**config.mk**
```make
export PLATFORM = sky130hd
export DESIGN_NAME = sync_debounce_edge
export DESIGN_NICKNAME = d
export VERILOG_FILES = /design/src/rtl/sync_debounce_edge.sv
export SDC_FILE = /design/constraint.sdc
export NUM_CORES = 1
export LEC_CHECK = 0
export CAP_MARGIN = 10
export CELL_PAD_IN_SITES_DETAIL_PLACEMENT = 0
export CELL_PAD_IN_SITES_GLOBAL_PLACEMENT = 1
export CORE_AREA = 2 2 39 41
export CTS_BUF_LIST = sky130_fd_sc_hd__clkbuf_16
export DETAILED_ROUTE_END_ITERATION = 8
export DIE_AREA = 0 0 41 43
export PLACE_DENSITY_LB_ADDON = 0.1
export RECOVER_POWER = 100
export REMOVE_ABC_BUFFERS = 1
export SYNTH_ARGS = -nofsm -noshare
export SYNTH_HDL_FRONTEND = slang
export SYNTH_SLANG_ARGS = --single-unit
```
**constraint.sdc**
```tcl
create_clock -name clk -period 1.13 [get_ports clk]
set_input_delay 0.113 -clock clk [delete_from_list [all_inputs] [get_ports clk]]
set_output_delay 0.113 -clock clk [all_outputs]
set_load 0.02 [all_outputs]
```
**src/rtl/sync_debounce_edge.sv**
```systemverilog
// Debounces a pre-synchronised level and emits registered rise/fall strobes.
// Optional accepted-rise counter enabled by SYNC_DEBOUNCE_EVT_CNT_EN.
module sync_debounce_edge #(
  parameter int STABLE_CYCLES = 4,
  parameter int CNT_W         = 8
) (
  input  logic             clk,
  input  logic             rst,
  input  logic             in,
  output logic             out,
  output logic             rise,
  output logic             fall
`ifdef SYNC_DEBOUNCE_EVT_CNT_EN
  ,
  output logic [CNT_W-1:0] evt_cnt
`endif
);

  localparam int CW = $clog2(STABLE_CYCLES + 1);
  localparam logic [CW-1:0] LAST = CW'(STABLE_CYCLES - 1);

  if (STABLE_CYCLES < 2 || STABLE_CYCLES > 65535 || CNT_W < 1) begin : g_bad
    $error("sync_debounce_edge: illegal parameters");
  end

  typedef enum logic [1:0] {
    LOW_STABLE,
    CHK_HIGH,
    HIGH_STABLE,
    CHK_LOW
  } state_e;

  state_e          state_q, state_d;
  logic [CW-1:0]   cnt_q, cnt_d;
  logic            out_q, out_d;
  logic            rise_q, rise_d;
  logic            fall_q, fall_d;

  always_comb begin
    state_d = state_q;
    cnt_d   = cnt_q;
    out_d   = out_q;
    rise_d  = 1'b0;
    fall_d  = 1'b0;
    unique case (state_q)
      LOW_STABLE: begin
        if (in) begin
          state_d = CHK_HIGH;
          cnt_d   = CW'(1);
        end else begin
          cnt_d   = '0;
        end
      end
      CHK_HIGH: begin
        if (!in) begin
          state_d = LOW_STABLE;
          cnt_d   = '0;
        end else if (cnt_q == LAST) begin
          state_d = HIGH_STABLE;
          cnt_d   = '0;
          out_d   = 1'b1;
          rise_d  = 1'b1;
        end else begin
          cnt_d   = cnt_q + 1'b1;
        end
      end
      HIGH_STABLE: begin
        if (!in) begin
          state_d = CHK_LOW;
          cnt_d   = CW'(1);
        end else begin
          cnt_d   = '0;
        end
      end
      CHK_LOW: begin
        if (in) begin
          state_d = HIGH_STABLE;
          cnt_d   = '0;
        end else if (cnt_q == LAST) begin
          state_d = LOW_STABLE;
          cnt_d   = '0;
          out_d   = 1'b0;
          fall_d  = 1'b1;
        end else begin
          cnt_d   = cnt_q + 1'b1;
        end
      end
      default: begin
        state_d = LOW_STABLE;
        cnt_d   = '0;
        out_d   = 1'b0;
      end
    endcase
  end

  always_ff @(posedge clk or negedge rst) begin
    if (!rst) begin
      state_q <= LOW_STABLE;
      cnt_q   <= '0;
      out_q   <= 1'b0;
      rise_q  <= 1'b0;
      fall_q  <= 1'b0;
    end else begin
      state_q <= state_d;
      cnt_q   <= cnt_d;
      out_q   <= out_d;
      rise_q  <= rise_d;
      fall_q  <= fall_d;
    end
  end

  assign out  = out_q;
  assign rise = rise_q;
  assign fall = fall_q;

`ifdef SYNC_DEBOUNCE_EVT_CNT_EN
  logic [CNT_W-1:0] evt_cnt_q;

  // Wraps freely; counts on the same edge rise is registered.
  always_ff @(posedge clk or negedge rst) begin
    if (!rst) begin
      evt_cnt_q <= '0;
    end else if (rise_d) begin
      evt_cnt_q <= evt_cnt_q + CNT_W'(1);
    end
  end

  assign evt_cnt = evt_cnt_q;
`endif

endmodule

```
; ---- Yosys cells after proc, flatten, opt, wreduce, memory -nomap -nowiden
; Index checks and enable logic that the tools add are counted.
[classes]
n_eq_ne = 12
n_shift = 0
bitwise_logic = 0
n_reduce_logical = 4
add_sub_neg = 1
n_lt_le_gt_ge = 0
multipliers = 0
n_mux = 23
div = 0
[op_table]
columns = cell, count
row1 = two-way mux 2 bit, 6
row2 = != test 2 bit (second input constant), 6
row3 = one-hot mux 3 bit (4 select lines), 1
row4 = two-way mux 1 bit, 11
row5 = two-way mux 3 bit, 3
row6 = one-hot mux 2 bit (4 select lines), 1
row7 = != test 3 bit (second input constant), 2
row8 = AND reduction 5 bit, 1
row9 = equality test 2 bit (second input constant), 2
row10 = AND reduction 4 bit, 1
row11 = adder 3 x 1 -> 3 bit (second input constant), 1
row12 = equality test 3 x 2 -> 1 bit (second input constant), 1
row13 = equality test 2 x 1 -> 1 bit (second input constant), 1
row14 = logical NOT 2 bit, 1
row15 = one-hot mux 1 bit (2 select lines), 1
row16 = nonzero test 2 bit, 1
[totals]
mem_bits_rw = 0
output_inout_bits = 3
ff_bits = 8
romBits = 0
memories = 0
inputBits = 3
wordCells = 45
latchBits = 0

; ---- Depth between registers and ports, before layout
; Gate-level depths: netlist (run 1).
[depth]
depth_word = 4
ltp_mapped = 4
mapped_depth_nobuf = 4

; ---- Worst setup path after synthesis (run 1)
; Ideal clock, no wire load.
[synth_timing]
path_type = register to register
from = register cnt_q[0]
to = register with a tool-made name
path_slack_ns = -0.052
stages_incl_launch_ff = 4
period_less_slack_ns = 1.182
required_ns = 1.005
path_buffers = 0
arrival_time_ns = 1.058
setup_time_ns = 0.125
cell_sequence = dfrtp_1 > ha_1 > nand3b_1 > mux2_2
[synth_rtl]
columns = item, line_no
row1 = start: declaration, 34  ; logic [CW-1:0] cnt_q, cnt_d;
row2 = start signal: assignment, 105  ; cnt_q <= cnt_d;

==> impl_metrics.csv, run 1 <==
group,metric,value,unit
worst_setup_path,cp_top_family,"flip-flops",
worst_setup_path,reg2reg_setup_slack,-0.02,ns
timing,maxSlewViolCount,0,
clocking,clock_sinks,8,
synthesis,synth_top_family_by_area,"simple AND/OR/NAND/NOR gates",
worst_setup_path,worstSetupEndpointType,"flip-flop",
clocking,clk_latency,0.23,ns
floorplanning,initial_core_util,23.7,%
floorplanning,dieWidth,41,um
timing,relSlewSlack,74.3,%
worst_setup_path,crit_type,"reg2reg",
worst_hold_path,hp-class,"in2async",
worst_setup_path,critPathMaxStageDelay,0.37,ns
clocking,root_buffer,"clkbuf_16",
worst_setup_path,critPathLaunchType,"flip-flop",
drt,wl_per_cell,11.4,um
synthesis,ys_types,12,
global_route,grt_usage,10.3,%
synthesis,syn_area_per_cell,13.7,um^2
drt,drt_pass1_iterations,1,
place,dp.cells,49,
finish,final_cell_mix,"dfrtp_1, buf_4",
run,cap_violations,0,
worst_setup_path,cp_num_cells,3,
drt,wirelength,616,um
timing,final-setup-viol-count,3,
finish,fillers,141,
synthesis,yosysWarningCount,0,
clocking,ctsHoldBuffers,0,
clocking,cts_tree,"yes",
timing,finalHoldViolations,0,
global_route,grt_max_degree,9,
global_route,grt_pass1_wl,1080,um
timing,rsz0062_at_grt,"yes",
synthesis,synth.top_cell.area_share,61.1,%
synthesis,ys_seq_area_share,61.1,%
floorplanning,die_area,1760,um^2
drt,vias,231,
worst_setup_path,rr_worst_depth,3,
worst_setup_path,reg2reg_from,"cnt_q[0]",
finish,layout-drive-gt1-share,44.7,%
synthesis,syn_area,328,um^2
synthesis,ys_top_cells_by_area,"dfrtp_1, nor3b_2, o21ai_0",
synthesis,synthAdderAreaFrac,3.82,%
worst_setup_path,cpMaxStageDelayCell,"dfrtp_1",
global_route,grt_overflow,0,
pwr,powerDensity,2550,nW/um^2
synthesis,synth_compound_area_share,6.49,%
timing,tns,-0.0553,ns
finish,layoutNonFillerInstCount,54,
timing,worst_pin_slew,0.385,ns
timing,period_needed,1.15,ns
finish,diodes,0,
finish,areaGrowthSynthToFinish,60.7,%
worst_setup_path,crit_chain,"ha_2 -> nand3b_1 -> mux2_2",
timing,fmax,869,MHz
floorplanning,num_rows,14,
synthesis,synthXorXnorAreaFrac,2.67,%
place,portBuffers,5,
clocking,htreeDepth,1,
floorplanning,dieHeight,43,um
synthesis,ys_ff_latch,8,
clocking,clk_path_buf_depth,2,
clocking,cts_buffers,3,
synthesis,synthCells,24,
finish,final_common_cell,"dfrtp_1",
synthesis,synthMuxAreaShare,3.44,%
drt,ant_nets,0,
finish,final_nets,44,
timing,fin_crit_sh,102,%
synthesis,synthSimpleGateAreaFrac,22.5,%
drt,drc_errors,0,
floorplanning,core_area,1380,um^2
worst_setup_path,crit_path_max_fanout,3,
pwr,leakagePower,0.238,nW
global_route,antenna_found_initial,0,
worst_setup_path,critPathArrivalTime,1.26,ns
worst_setup_path,path_buf_inv,0,
pwr,ir_drop,1.00,mV
run_status,outcome,"finished, violations left",
synthesis,synth.largest_area_cell,"dfrtp_1",
timing,setup_ws,-0.0210,ns
place,routabilityCongestion,0.653,
clocking,path_clk_slew,0.04,ns
drt,drt-vias-per-instance,4.28,
timing,finClkSkew,0.000407,ns
run_status,violations,"setup timing",
worst_setup_path,crit_start,"cnt_q[0]",
place,place_ws,-0.0982,ns
worst_setup_path,worst_ep_required_time,1.24,ns
drt,drt_first_iter_violations,0,
global_route,first_global_vias,255,
floorplanning,io_pins,6,
[how the worst min path moves through the flow]
stage | depth (start not counted) | slack, ns | end
floorplan | 0 | -0.18 | async pin
global placement | 1 | 0.41 | cnt_q[2]
detailed placement | 1 | 0.42 | cnt_q[2]
CTS | 1 | 0.18 | cnt_q[2]
global route | 1 | 0.28 | cnt_q[2]
finish | 1 | 0.24 | cnt_q[2]
[timing repair]
item | 4_1_cts | 5_1_grt
pin swaps | 2 | 1
endpoints found under the setup margin | 7 | 8
buffers inserted | 1 | 1
gates resized for setup | 6 | 4
[per-stage QoR]
step / total power [mW] / area, um^2 / util (%) / hold slack (ns)
6_report: 1.34 / 527 / 38.1 / 0.242
3_5_place_dp: 0.700 / 428 / 30.9 / 0.420
5_1_grt: 1.44 / 527 / 38.1 / 0.278
3_3_place_gp: 0.682 / 428 / 30.9 / 0.414
2_1_floorplan: 0.587 / 328 / - / -0.183
4_1_cts: 1.33 / 509 / 36.8 / 0.182
[per-layer routing]
metal	global-route usage, %	up-vias	wire length, um
li1	-	114	-
met1	9.30	114	234
met2	15.6	3	361
met3	3.14	0	20
met4	12.0	0	0
met5	0	-	0
[report_power, final]
group	internal [mW]	switching [mW]
sequential	0.366	0.0626
clock	0.455	0.130
combinational	0.202	0.128
total	1.02	0.320
[cell type report]
class | instances | area (um^2) | share of cell area (%)
sequential | 8 | 200 | 38.0
timing repair buffer | 11 | 95.1 | 18.1
clock buffer | 3 | 75.1 | 14.3
tap | 16 | 20.0 | 3.80
multi-input combinational | 16 | 136 | 25.9
[cells by family after synthesis]
group           after synthesis
xor+xnor                      1
simple gates                  9
compound gates                4
fa+ha+maj                     1
mux                           1
flops                         8
[synth_stat cells (all sizes together)]
library cell,number
nor3b,4
dfrtp,8
xor2,1
and2,2
o21ai,3
a31oi,1
ha,1
nand2,1
nand3b,1
and2b,1
mux2,1
No activity file was read; power rests on OpenSTA's default activity.
==> run 2: changes to the inputs <==
- CTS_BUF_LIST: sky130_fd_sc_hd__clkbuf_16 -> sky130_fd_sc_hd__clkbuf_8
- GPL_TIMING_DRIVEN: unset -> 0
==> run 2 against run 1 <==
Effect of this change: the run still ends with setup timing left; highest routed layer is now met4; via count fell by 1.3%; final area fell by 7.1%; die area did not move; sequential power rose by 5.4%; utilization fell by 2.7 points; combinational power fell by 6.4%; total power fell by 19%; final cell count fell by 5.6%; critical path type unchanged; clock skew rose by 0.0010 ns; first-iteration DRC count rose by 1; largest power group is now sequential cells; clock power fell by 43%; hold slack got worse by 0.032 ns.
==> impl_metrics.csv, run 2 (synthesis gave the netlist of run 1 again) <==
group,metric,value,unit
worst_setup_path,worstSetupEndpointType,"flip-flop",
timing,tns,-0.0325,ns
place,dp.cells,45,
global_route,grt_pass1_wl,1080,um
finish,diodes,0,
floorplanning,core_area,1380,um^2
timing,fin_crit_sh,102,%
timing,maxSlewViolCount,0,
run_status,outcome,"finished, violations left",
floorplanning,initial_core_util,23.7,%
worst_setup_path,path_buf_inv,0,
pwr,combPwrFrac,28.1,%
worst_setup_path,crit_type,"reg2reg",
worst_setup_path,critPathLaunchType,"flip-flop",
drt,vias,228,
global_route,antenna_found_initial,0,
floorplanning,dieWidth,41,um
clocking,clk_latency,0.23,ns
timing,fin_hold_ws,0.211,ns
timing,setup_ws,-0.0244,ns
drt,wirelength,608,um
floorplanning,io_pins,6,
worst_setup_path,worst_ep_required_time,1.24,ns
run_status,violations,"setup timing",
finish,final_common_cell,"dfrtp_1",
clocking,htreeDepth,1,
worst_setup_path,reg2reg_from,"cnt_q[0]",
clocking,cts_buffers,3,
worst_setup_path,critPathMaxStageDelay,0.40,ns
drt,wl_per_cell,11.9,um
timing,final-setup-viol-count,2,
drt,drt_first_iter_violations,1,
clocking,cts_tree,"yes",
place,routabilityCongestion,0.617,
worst_hold_path,min_from,"in",
floorplanning,dieHeight,43,um
place,place_ws,-0.200,ns
timing,finClkSkew,0.00145,ns
global_route,grt_max_degree,9,
finish,final_cell_mix,"dfrtp_1, nor3b_2",
place,dp_hpwl,405,um
global_route,first_global_vias,274,
worst_setup_path,crit_path_max_fanout,3,
pwr,internal_power,0.791,mW
timing,fmax,866,MHz
global_route,grt_usage,10.2,%
finish,layoutNonFillerInstCount,51,
clocking,clock_sinks,8,
worst_setup_path,crit_start,"cnt_q[0]",
place,post_dp_cell_area,398,um^2
clocking,root_buffer,"clkbuf_8",
timing,worst_pin_slew,0.362,ns
timing,finalHoldViolations,0,
finish,layout-drive-gt1-share,42.9,%
pwr,p_switching,0.303,mW
timing,rsz0062_at_grt,"yes",
timing,period_needed,1.15,ns
pwr,sw_frac_of_total,27.7,%
finish,final_nets,41,
worst_setup_path,crit_chain,"ha_4 -> nand3b_1 -> mux2_4",
drt,drc_errors,0,
worst_setup_path,cp_top_family,"flip-flops",
run,cap_violations,0,
clocking,path_clk_slew,0.04,ns
drt,ant_nets,0,
pwr,powerDensity,2240,nW/um^2
drt,drt-vias-per-instance,4.47,
place,portBuffers,5,
pwr,ir_drop,0.773,mV
finish,postLayoutCellArea,489,um^2
finish,fillers,141,
drt,drt_pass1_iterations,2,
clocking,clk_path_buf_depth,2,
pwr,seq_power_share,41.2,%
finish,areaGrowthSynthToFinish,49.2,%
worst_setup_path,cpMaxStageDelayCell,"dfrtp_1",
pwr,leakagePower,0.225,nW
global_route,grt_overflow,0,
worst_setup_path,critPathArrivalTime,1.26,ns
timing,relSlewSlack,75.8,%
floorplanning,num_rows,14,
floorplanning,die_area,1760,um^2
worst_hold_path,hp-class,"in2reg",
pwr,clkPwrFrac,30.6,%
-- run 2: power by group through the flow --
stage	combinational (mW)	sequential (mW)	clock [mW]
after detailed placement	0.224	0.433	0
after CTS	0.298	0.434	0.346
final	0.308	0.452	0.335
after global routing	0.355	0.461	0.366
after floorplan	0.166	0.421	0
after global placement	0.221	0.432	0
-- run 2: what timing repair did --
item                                    in CTS  in global routing
hold buffers                                 0                  0
gates resized for setup                      9                  6
endpoints found under the setup margin       6                  8
buffers inserted                             3                  0
cloned                                       0                  0
pin swaps                                    2                  1
-- run 2: layer usage --
| metal | up-vias | share of wire, % | track usage (%) |
|---|---|---|---|
| li1 | 108 | - | - |
| met1 | 111 | 43 | 10.9 |
| met2 | 6 | 47 | 13.8 |
| met3 | 3 | 6.1 | 4.71 |
| met4 | 0 | 3.6 | 10.0 |
| met5 | - | 0 | 0 |
-- run 2: layout make-up --
cell class / count / area [um^2] / share of cell area [%]
timing repair buffer: 8 / 71.3 / 14.6
clock buffer: 3 / 41.3 / 8.44
tap: 16 / 20.0 / 4.09
sequential: 8 / 200 / 40.9
multi-input combinational: 16 / 156 / 32.0
-- run 2: final timing paths --
kind                              to  slack [ns]  depth (start not counted)
setup reg to reg           flip-flop       -0.02                          3
setup / recovery           flip-flop       -0.02                          3
max in group asynchronous  async pin        0.63                          1
hold / removal                  fall        0.21                          2
min in group asynchronous   cnt_q[1]        0.23                          1
hold reg to reg                 rise        0.53                          1
-- run 2: worst register-to-register path, stage by stage (launching register included) --
cell	delay [ns]
dfrtp_1	0.40
ha_4	0.18
nand3b_1	0.15
mux2_4	0.31
-- run 2: per-stage QoR --
step	total power, mW	util, %
final	1.09	35.4
after global routing	1.18	35.4
after CTS	1.08	34.1
after detailed placement	0.657	28.8
after global placement	0.652	28.8
after floorplan	0.587	-
==> run 3: changes to the inputs <==
- CORE_AREA: 2 2 39 41 -> 5 5 42 44
- DIE_AREA: 0 0 41 43 -> 0 0 47 49
- SKIP_CTS_REPAIR_TIMING: unset -> 1
==> run 3 against run 2 <==
Effect of this change: the run still ends with setup timing left; global-route usage shrank 3.7 points; utilization fell by 3.4 points; clock power down 1%; critical path depth grew 2; hold slack improved by 0.0072 ns; via count is 7.0% lower; sequential power is 5.5% lower; non-clock buffer count down 1; worst setup slack worse by 0.048 ns; routed wire length decreased by 4.8%; critical path type unchanged.
==> impl_metrics.csv, run 3 (synthesis gave the netlist of run 1 again) <==
group,metric,value,unit
timing,final-setup-viol-count,2,
timing,finClkSkew,0.00164,ns
drt,drt_first_iter_violations,0,
timing,maxSlewViolCount,0,
floorplanning,num_rows,14,
clocking,clock_sinks,8,
pwr,ir_drop,0.874,mV
timing,tns,-0.142,ns
timing,fin_hold_ws,0.218,ns
global_route,grt_overflow,0,
run_status,outcome,"finished, violations left",
floorplanning,initial_core_util,23.4,%
finish,diodes,0,
worst_hold_path,hp-class,"in2reg",
global_route,first_global_vias,212,
floorplanning,die_area,2300,um^2
drt,vias,212,
worst_setup_path,worstSetupEndpointType,"flip-flop",
floorplanning,dieHeight,49,um
floorplanning,io_pins,6,
finish,areaGrowthSynthToFinish,36.6,%
place,routabilityCongestion,0.630,
pwr,clkPwrFrac,32.5,%
drt,drt-vias-per-instance,4.24,
timing,setup_ws,-0.0726,ns
drt,ant_nets,0,
run_status,violations,"setup timing",
timing,fin_crit_sh,106,%
clocking,htreeDepth,1,
run,cap_violations,0,
pwr,combPwrFrac,25.6,%
clocking,root_buffer,"clkbuf_8",
global_route,grt_pass1_wl,972,um
finish,final_common_cell,"dfrtp_1",
drt,drc_errors,0,
place,portBuffers,5,
drt,wirelength,579,um
finish,layoutNonFillerInstCount,50,
finish,layout-drive-gt1-share,38.2,%
clocking,cts_tree,"yes",
timing,rsz0062_at_grt,"yes",
worst_setup_path,crit_type,"reg2reg",
drt,wl_per_cell,11.6,um
timing,relSlewSlack,75.8,%
place,dp.cells,45,
timing,fmax,832,MHz
floorplanning,core_area,1400,um^2
pwr,seq_power_share,41.9,%
timing,worst_pin_slew,0.361,ns
worst_setup_path,worst_ep_required_time,1.23,ns
worst_setup_path,critPathLaunchType,"flip-flop",
worst_setup_path,crit_path_max_fanout,4,
timing,period_needed,1.20,ns
pwr,powerDensity,2270,nW/um^2
finish,final_cell_mix,"dfrtp_1, nor3b_2, o21ai_1, clkbuf_8, clkbuf_1",
pwr,leakagePower,0.196,nW
finish,final_nets,40,
global_route,grt_usage,6.54,%
clocking,clk_path_buf_depth,2,
timing,finalHoldViolations,0,
worst_setup_path,critPathArrivalTime,1.30,ns
global_route,antenna_found_initial,0,
global_route,grt_max_degree,9,
floorplanning,dieWidth,47,um
clocking,path_clk_slew,0.04,ns
clocking,clk_latency,0.22,ns
pwr,power,1.02,mW
pwr,sw_frac_of_total,26.8,%
clocking,cts_buffers,3,
drt,drt_pass1_iterations,1,
pwr,internal_power,0.745,mW
pwr,p_switching,0.273,mW
run 3: final timing paths:
path	start	slack, ns	to	cells after the start
worst max-delay path	cnt_q[0]	-0.07	out	5
worst min-delay path	in	0.22	fall	2
max in group asynchronous	rst	0.63	fall	1
min in group asynchronous	rst	0.24	cnt_q[2]	1
worst max register to register	cnt_q[0]	-0.07	out	5
worst min register to register	flip-flop	0.51	rise	1
run 3: power groups by stage:
stage / combinational, mW / clock (mW) / sequential [mW]
floorplan: 0.166 / 0 / 0.421
global placement: 0.222 / 0 / 0.426
detailed placement: 0.231 / 0 / 0.429
CTS: 0.233 / 0.341 / 0.426
global route: 0.290 / 0.360 / 0.440
finish: 0.260 / 0.331 / 0.427
run 3: metal layers:
metal	up-vias	part of all wire, %	GRT usage, %	routed length (um)
li1	104	-	-	-
met1	101	45	7.92	258
met2	5	47	7.47	273
met3	2	6.7	4.43	39
met4	0	1.4	5.53	8
met5	-	0	0	0
run 3: layout make-up:
class                           count  area (um^2)
Multi-Input combinational cell     16          138
Timing Repair Buffer                7         48.8
Sequential cell                     8          200
Clock buffer                        3         41.3
Tap cell                           16         20.0
Fill cell                         147          953
run 3: worst max-delay path, cell delays in order, from the launching register on:
cell and delay, ns:
dfrtp_1 0.34, ha_2 0.20, nand3b_1 0.16, buf_4 0.19, o21ai_1 0.11, o21ai_1 0.09
run 3: per-stage QoR:
step | util [%] | setup slack, ns | instance area [um^2]
after global placement | 28.4 | -0.182 | 398
after floorplan | - | -0.0522 | 328
after global routing | 32.0 | -0.144 | 448
after CTS | 31.3 | -0.179 | 439
final | 32.0 | -0.0726 | 448
after detailed placement | 28.4 | -0.182 | 398
==> patch 1: new RTL, settings of run 3 <==
Add a define of `SYNC_DEBOUNCE_EVT_CNT_EN`.
--- a/src/rtl/sync_debounce_edge.sv
+++ b/src/rtl/sync_debounce_edge.sv
@@ -2,2 +2,4 @@
 // Optional accepted-rise counter enabled by SYNC_DEBOUNCE_EVT_CNT_EN.
+`define SYNC_DEBOUNCE_EVT_CNT_EN
+
 module sync_debounce_edge #(
Check against the original RTL (old outputs only; new: evt_cnt): equivalent (equiv_simple and equiv_induct, registers matched by name and starting in step).
==> patch 1 against run 3 <==
The flow still finishes with violations (negative setup slack); area after synthesis rose by 110%; sequential cell count rose by 8; clock power rose by 50%; power rose by 82%; routed wire length rose by 150%; die area did not move; worst setup slack got worse by 92 ps; cell area rose by 120%; critical path type unchanged.
==> patch 1: results (changes against run 3) <==
{
  "pwr-share-seq": {"value": 44.1, "unit": "%", "change": "+2.2 points"},
  "viasPerCell": {"value": 5.422, "change": "+28%"},
  "io_buffers": {"value": 13, "change": "+8"},
  "worst_reg_to_reg_path_cell_count": {"value": 4, "change": "-1"},
  "synthTopCellsByArea": "sky130_fd_sc_hd__dfrtp_1 (58%), sky130_fd_sc_hd__xor2_1 (6.4%), sky130_fd_sc_hd__xnor2_1 (3.8%)",
  "area_used_by_multi_input_combinational_logic": {"value": 335.3, "unit": "µm²", "change": "+140%"},
  "final_net_count": {"value": 80, "change": "+100%"},
  "total_leakage_power": {"value": 0.6140, "unit": "nW", "change": "+210%"},
  "failed_checks": "negative setup slack",
  "finClkSkew": {"value": 1.159, "unit": "ps", "change": "-0.4827 ps"},
  "critical_path_arrival": {"value": 1430, "unit": "ps", "change": "+130 ps"},
  "synth.yosys.seq_area_share": {"value": 58.39, "unit": "%", "change": "-2.7 points"},
  "gr_layer_usage_met3": {"value": 4.059, "unit": "%", "change": "-0.37 points"},
  "grt.total_usage": {"value": 13.32, "unit": "%", "change": "+6.8 points"},
  "n_fill_cell": {"value": 103, "change": "-30%"},
  "worst_skew_pair.late_latency": {"value": 240, "unit": "ps", "change": "+20 ps"},
  "final_critical_path_setup_slack": {"value": -164.4, "unit": "ps", "change": "-91.79 ps"},
  "worst_slew_margin_rel": {"value": 52.25, "unit": "%", "change": "-24 points"},
  "run_status": "complete, but fails checks",
  "final-setup-viol-count": {"value": 8, "change": "+6"},
  "met2WireLength": {"value": 757, "unit": "µm", "change": "+180%"},
  "switching_power": {"value": 575.7, "unit": "µW", "change": "+110%"},
  "hold_path_class": "input port to asynchronous set/reset pin",
  "grt_start_max_net_pins": {"value": 17, "change": "+8"},
  "routed_wirelength": {"value": 1423, "unit": "µm", "change": "+150%"},
  "finalNonFillerCells": {"value": 90, "change": "+80%"},
  "wl_met3": {"value": 75, "unit": "µm", "change": "+92%"},
  "post-place-cells": {"value": 84, "change": "+87%"},
  "synth_cells": {"value": 55, "change": "+130%"},
  "groute.layer.met2.usage": {"value": 18.55, "unit": "%", "change": "+11 points"},
  "worst_path_largest_cell_delay": {"value": 410, "unit": "ps", "change": "+70 ps"},
  "drt_first_pass_iters": {"value": 6, "change": "+5"},
  "grt_pass1_vias": {"value": 479, "change": "+130%"},
  "grt_pass1_wl": {"value": 2166, "unit": "µm", "change": "+120%"},
  "gp_congestion": {"value": 0.7284, "change": "+16%"},
  "clock_power_share": {"value": 26.7, "unit": "%", "change": "-5.8 points"},
  "met1Wirelength": {"value": 575, "unit": "µm", "change": "+120%"},
  "worst_ir_drop_vdd": {"value": 1335, "unit": "µV", "change": "+53%"}
}
-- patch 1: cell count changes after synthesis, moves of 3 or more --
cell	before	now
sky130_fd_sc_hd__dfrtp_1	8	16
sky130_fd_sc_hd__nor2_1	0	4
sky130_fd_sc_hd__xnor2_1	0	3
sky130_fd_sc_hd__xor2_1	1	5
-- patch 1: cell type report --
cell class | instances | area share (%)
clock buffer | 4 | 5.556
timing repair buffer | 15 | 17.42
tap | 16 | 2.020
multi-input combinational | 37 | 33.84
inverter | 2 | 0.7576
sequential | 16 | 40.40
-- patch 1: cells by family after synthesis --
logic type	count (synthesis)	synth area share, %
AND/OR/NAND/NOR	22	20.80
flip-flops	16	58.39
XOR/XNOR	8	10.22
AO/OA/AOI/OAI	3	2.554
buffers and inverters	2	1.095
multiplexers	2	3.284
adder cells (fa/ha/maj)	2	3.649
==> patch 2: new RTL, flow settings as in run 3 <==
Made on the original files. Put one more register stage on the output `fall`, cleared by the reset. The value now appears one clock later. The other outputs are not delayed to match. Comments in the files are not updated.
--- a/src/rtl/sync_debounce_edge.sv
+++ b/src/rtl/sync_debounce_edge.sv
@@ -113,3 +113,9 @@
   assign rise = rise_q;
-  assign fall = fall_q;
+  always_ff @(posedge clk or negedge rst) begin
+    if (!rst) begin
+      fall <= '0;
+    end else begin
+      fall <= fall_q;
+    end
+  end
 
Function: changed (a bounded check fails within 10 cycles, from zero or initial values and one cycle with rst low).
==> patch 2 against run 3 <==
The flow still finishes with violations (negative setup slack); routed wire length up 18%; highest routed layer unchanged; largest cell class unchanged; area after synthesis up 7.6%; sequential cell count up 1; non-clock buffer count down 1; worst setup slack better by 15 ps; power up 9.1%; die area unchanged; critical path depth down 2; cell area up 9.5%; combinational power up 4%; via count up 6.1%; sequential share of layout area up 1.2 points.
==> patch 2: results (changes against run 3) <==
{
  "postSynth.asyncResetShare": {"value": 100.0, "unit": "%", "change": "unchanged"},
  "h-tree-depth": {"value": 1, "change": "unchanged"},
  "grt_start_max_net_pins": {"value": 10, "change": "+1"},
  "viasPerCell": {"value": 4.412, "change": "+4.1%"},
  "final_net_count": {"value": 40, "change": "unchanged"},
  "clk_path_buf_depth": {"value": 2, "change": "unchanged"},
  "io_buffers": {"value": 5, "change": "unchanged"},
  "netlist_top_cells_count": "sky130_fd_sc_hd__dfrtp_1 (9), sky130_fd_sc_hd__o21ai_0 (3), sky130_fd_sc_hd__and2_2 (2), sky130_fd_sc_hd__nor3b_1 (2), sky130_fd_sc_hd__nor3b_2 (2)",
  "total_leakage_power": {"value": 0.2094, "unit": "nW", "change": "+6.8%"},
  "drt_first_iter_violations": {"value": 3, "change": "+3"},
  "worst_path_largest_cell_delay": {"value": 400, "unit": "ps", "change": "+60 ps"},
  "gp_congestion": {"value": 0.7632, "change": "+21%"},
  "worst_slew_margin_rel": {"value": 72.68, "unit": "%", "change": "-3.1 points"},
  "failed_checks": "negative setup slack",
  "critical_path_arrival": {"value": 1300, "unit": "ps", "change": "about the same"},
  "drt_first_pass_iters": {"value": 4, "change": "+3"},
  "worst_ir_drop_vdd": {"value": 797.0, "unit": "µV", "change": "-8.8%"},
  "layout-drive-gt1-share": {"value": 37.14, "unit": "%", "change": "-1.1 points"},
  "ant_diodes": {"value": 0, "change": "unchanged"},
  "grt_pass1_vias": {"value": 255, "change": "+20%"},
  "finClkSkew": {"value": 1.068, "unit": "ps", "change": "-0.5735 ps"},
  "fin_setup_tns": {"value": -59.43, "unit": "ps", "change": "+82.58 ps"},
  "hold_path_class": "input port to asynchronous set/reset pin",
  "post-place-cells": {"value": 46, "change": "+2.2%"},
  "grt_antenna_before_repair": {"value": 0, "change": "unchanged"},
  "synthTopCellsByArea": "sky130_fd_sc_hd__dfrtp_1 (64%), sky130_fd_sc_hd__nor3b_2 (7.1%), sky130_fd_sc_hd__o21ai_0 (4.3%)",
  "final-setup-viol-count": {"value": 2, "change": "unchanged"},
  "cts_inserted_buffers": {"value": 3, "change": "unchanged"},
  "synth.yosys.seq_area_share": {"value": 63.83, "unit": "%", "change": "+2.8 points"},
  "detailroute.via_count": {"value": 225, "change": "+6.1%"},
  "n_fill_cell": {"value": 150, "change": "+2.0%"},
  "detail_route.wl_per_cell": {"value": 13.43, "unit": "µm", "change": "+16%"},
  "crit_fanout": {"value": 4, "change": "unchanged"},
  "run_status": "complete, but fails checks",
  "synth_cells": {"value": 25, "change": "+4.2%"},
  "grt_pass1_wl": {"value": 1090, "unit": "µm", "change": "+12%"},
  "crit_path_top_delay_cell": "sky130_fd_sc_hd__dfrtp_1",
  "grt.total_usage": {"value": 7.168, "unit": "%", "change": "+0.63 points"},
  "final_critical_path_setup_slack": {"value": -58.07, "unit": "ps", "change": "+14.55 ps"}
}
## patch 2: cell count changes in the layout (fill, tap and decap cells not counted), sizes merged
cell	run 3	this run
buf	2	1
inv	0	1
dlymetal6s2s	1	0
clkdlybuf4s50	0	1
dfrtp	8	9
## patch 2: final timing paths
kind / to / slack [ps] / cells after the start
worst max-delay path: flip-flop / -60 / 3
worst min-delay path: rise$_DFF_PN0_ / 260 / 1
worst max register to register: flip-flop / -60 / 3
worst min register to register: fall$_DFF_PN0_ / 360 / 0
max in group asynchronous: cnt_q[2]$_DFF_PN0_ / 590 / 1
min in group clk: fall$_DFF_PN0_ / 360 / 0
## patch 2: cell families (layout without fill, tap and decap cells)
logic type	after synthesis	count (layout)	share of synthesized area, %
fa+ha+maj	1	1	3.546
xor+xnor	1	1	2.483
compound gates	4	4	6.028
flops	9	9	63.83
buf+inv	0	10	0
mux	1	1	3.191
simple gates	9	9	20.92
## patch 2: final cells by class
class | instances | area share, %
Tap cell | 16 | 4.082
Multi-Input combinational cell | 16 | 32.91
Clock buffer | 3 | 8.418
Sequential cell | 9 | 45.92
Timing Repair Buffer | 6 | 7.908
Clock inverter | 1 | 0.7653
## patch 2: power breakdown
part	internal [mW]	leakage, nW	switching [mW]
clock network	0.235	0.0269	0.110
logic	0.159	0.0688	0.111
registers	0.404	0.114	0.0931
## patch 2: per-layer routing
| layer | vias up | wire length (µm) | track usage (%) |
|---|---|---|---|
| met3 | 2 | 48 | 3.690 |
| met5 | - | 0 | 0 |
| met4 | 0 | 6 | 6.912 |
| met1 | 108 | 298 | 7.658 |
| met2 | 8 | 331 | 9.502 |
| li1 | 107 | - | - |
## patch 2: per-stage QoR
| stage | area (µm²) | util (%) | setup WS (ps) |
|---|---|---|---|
| after floorplan | 352.8 | - | -52.21 |
| after global placement | 422.9 | 30.18 | -181.6 |
| after detailed placement | 422.9 | 30.18 | -188.4 |
| after CTS | 467.9 | 33.39 | -197.2 |
| after global routing | 490.5 | 35.00 | -90.10 |
| final | 490.5 | 35.00 | -58.07 |
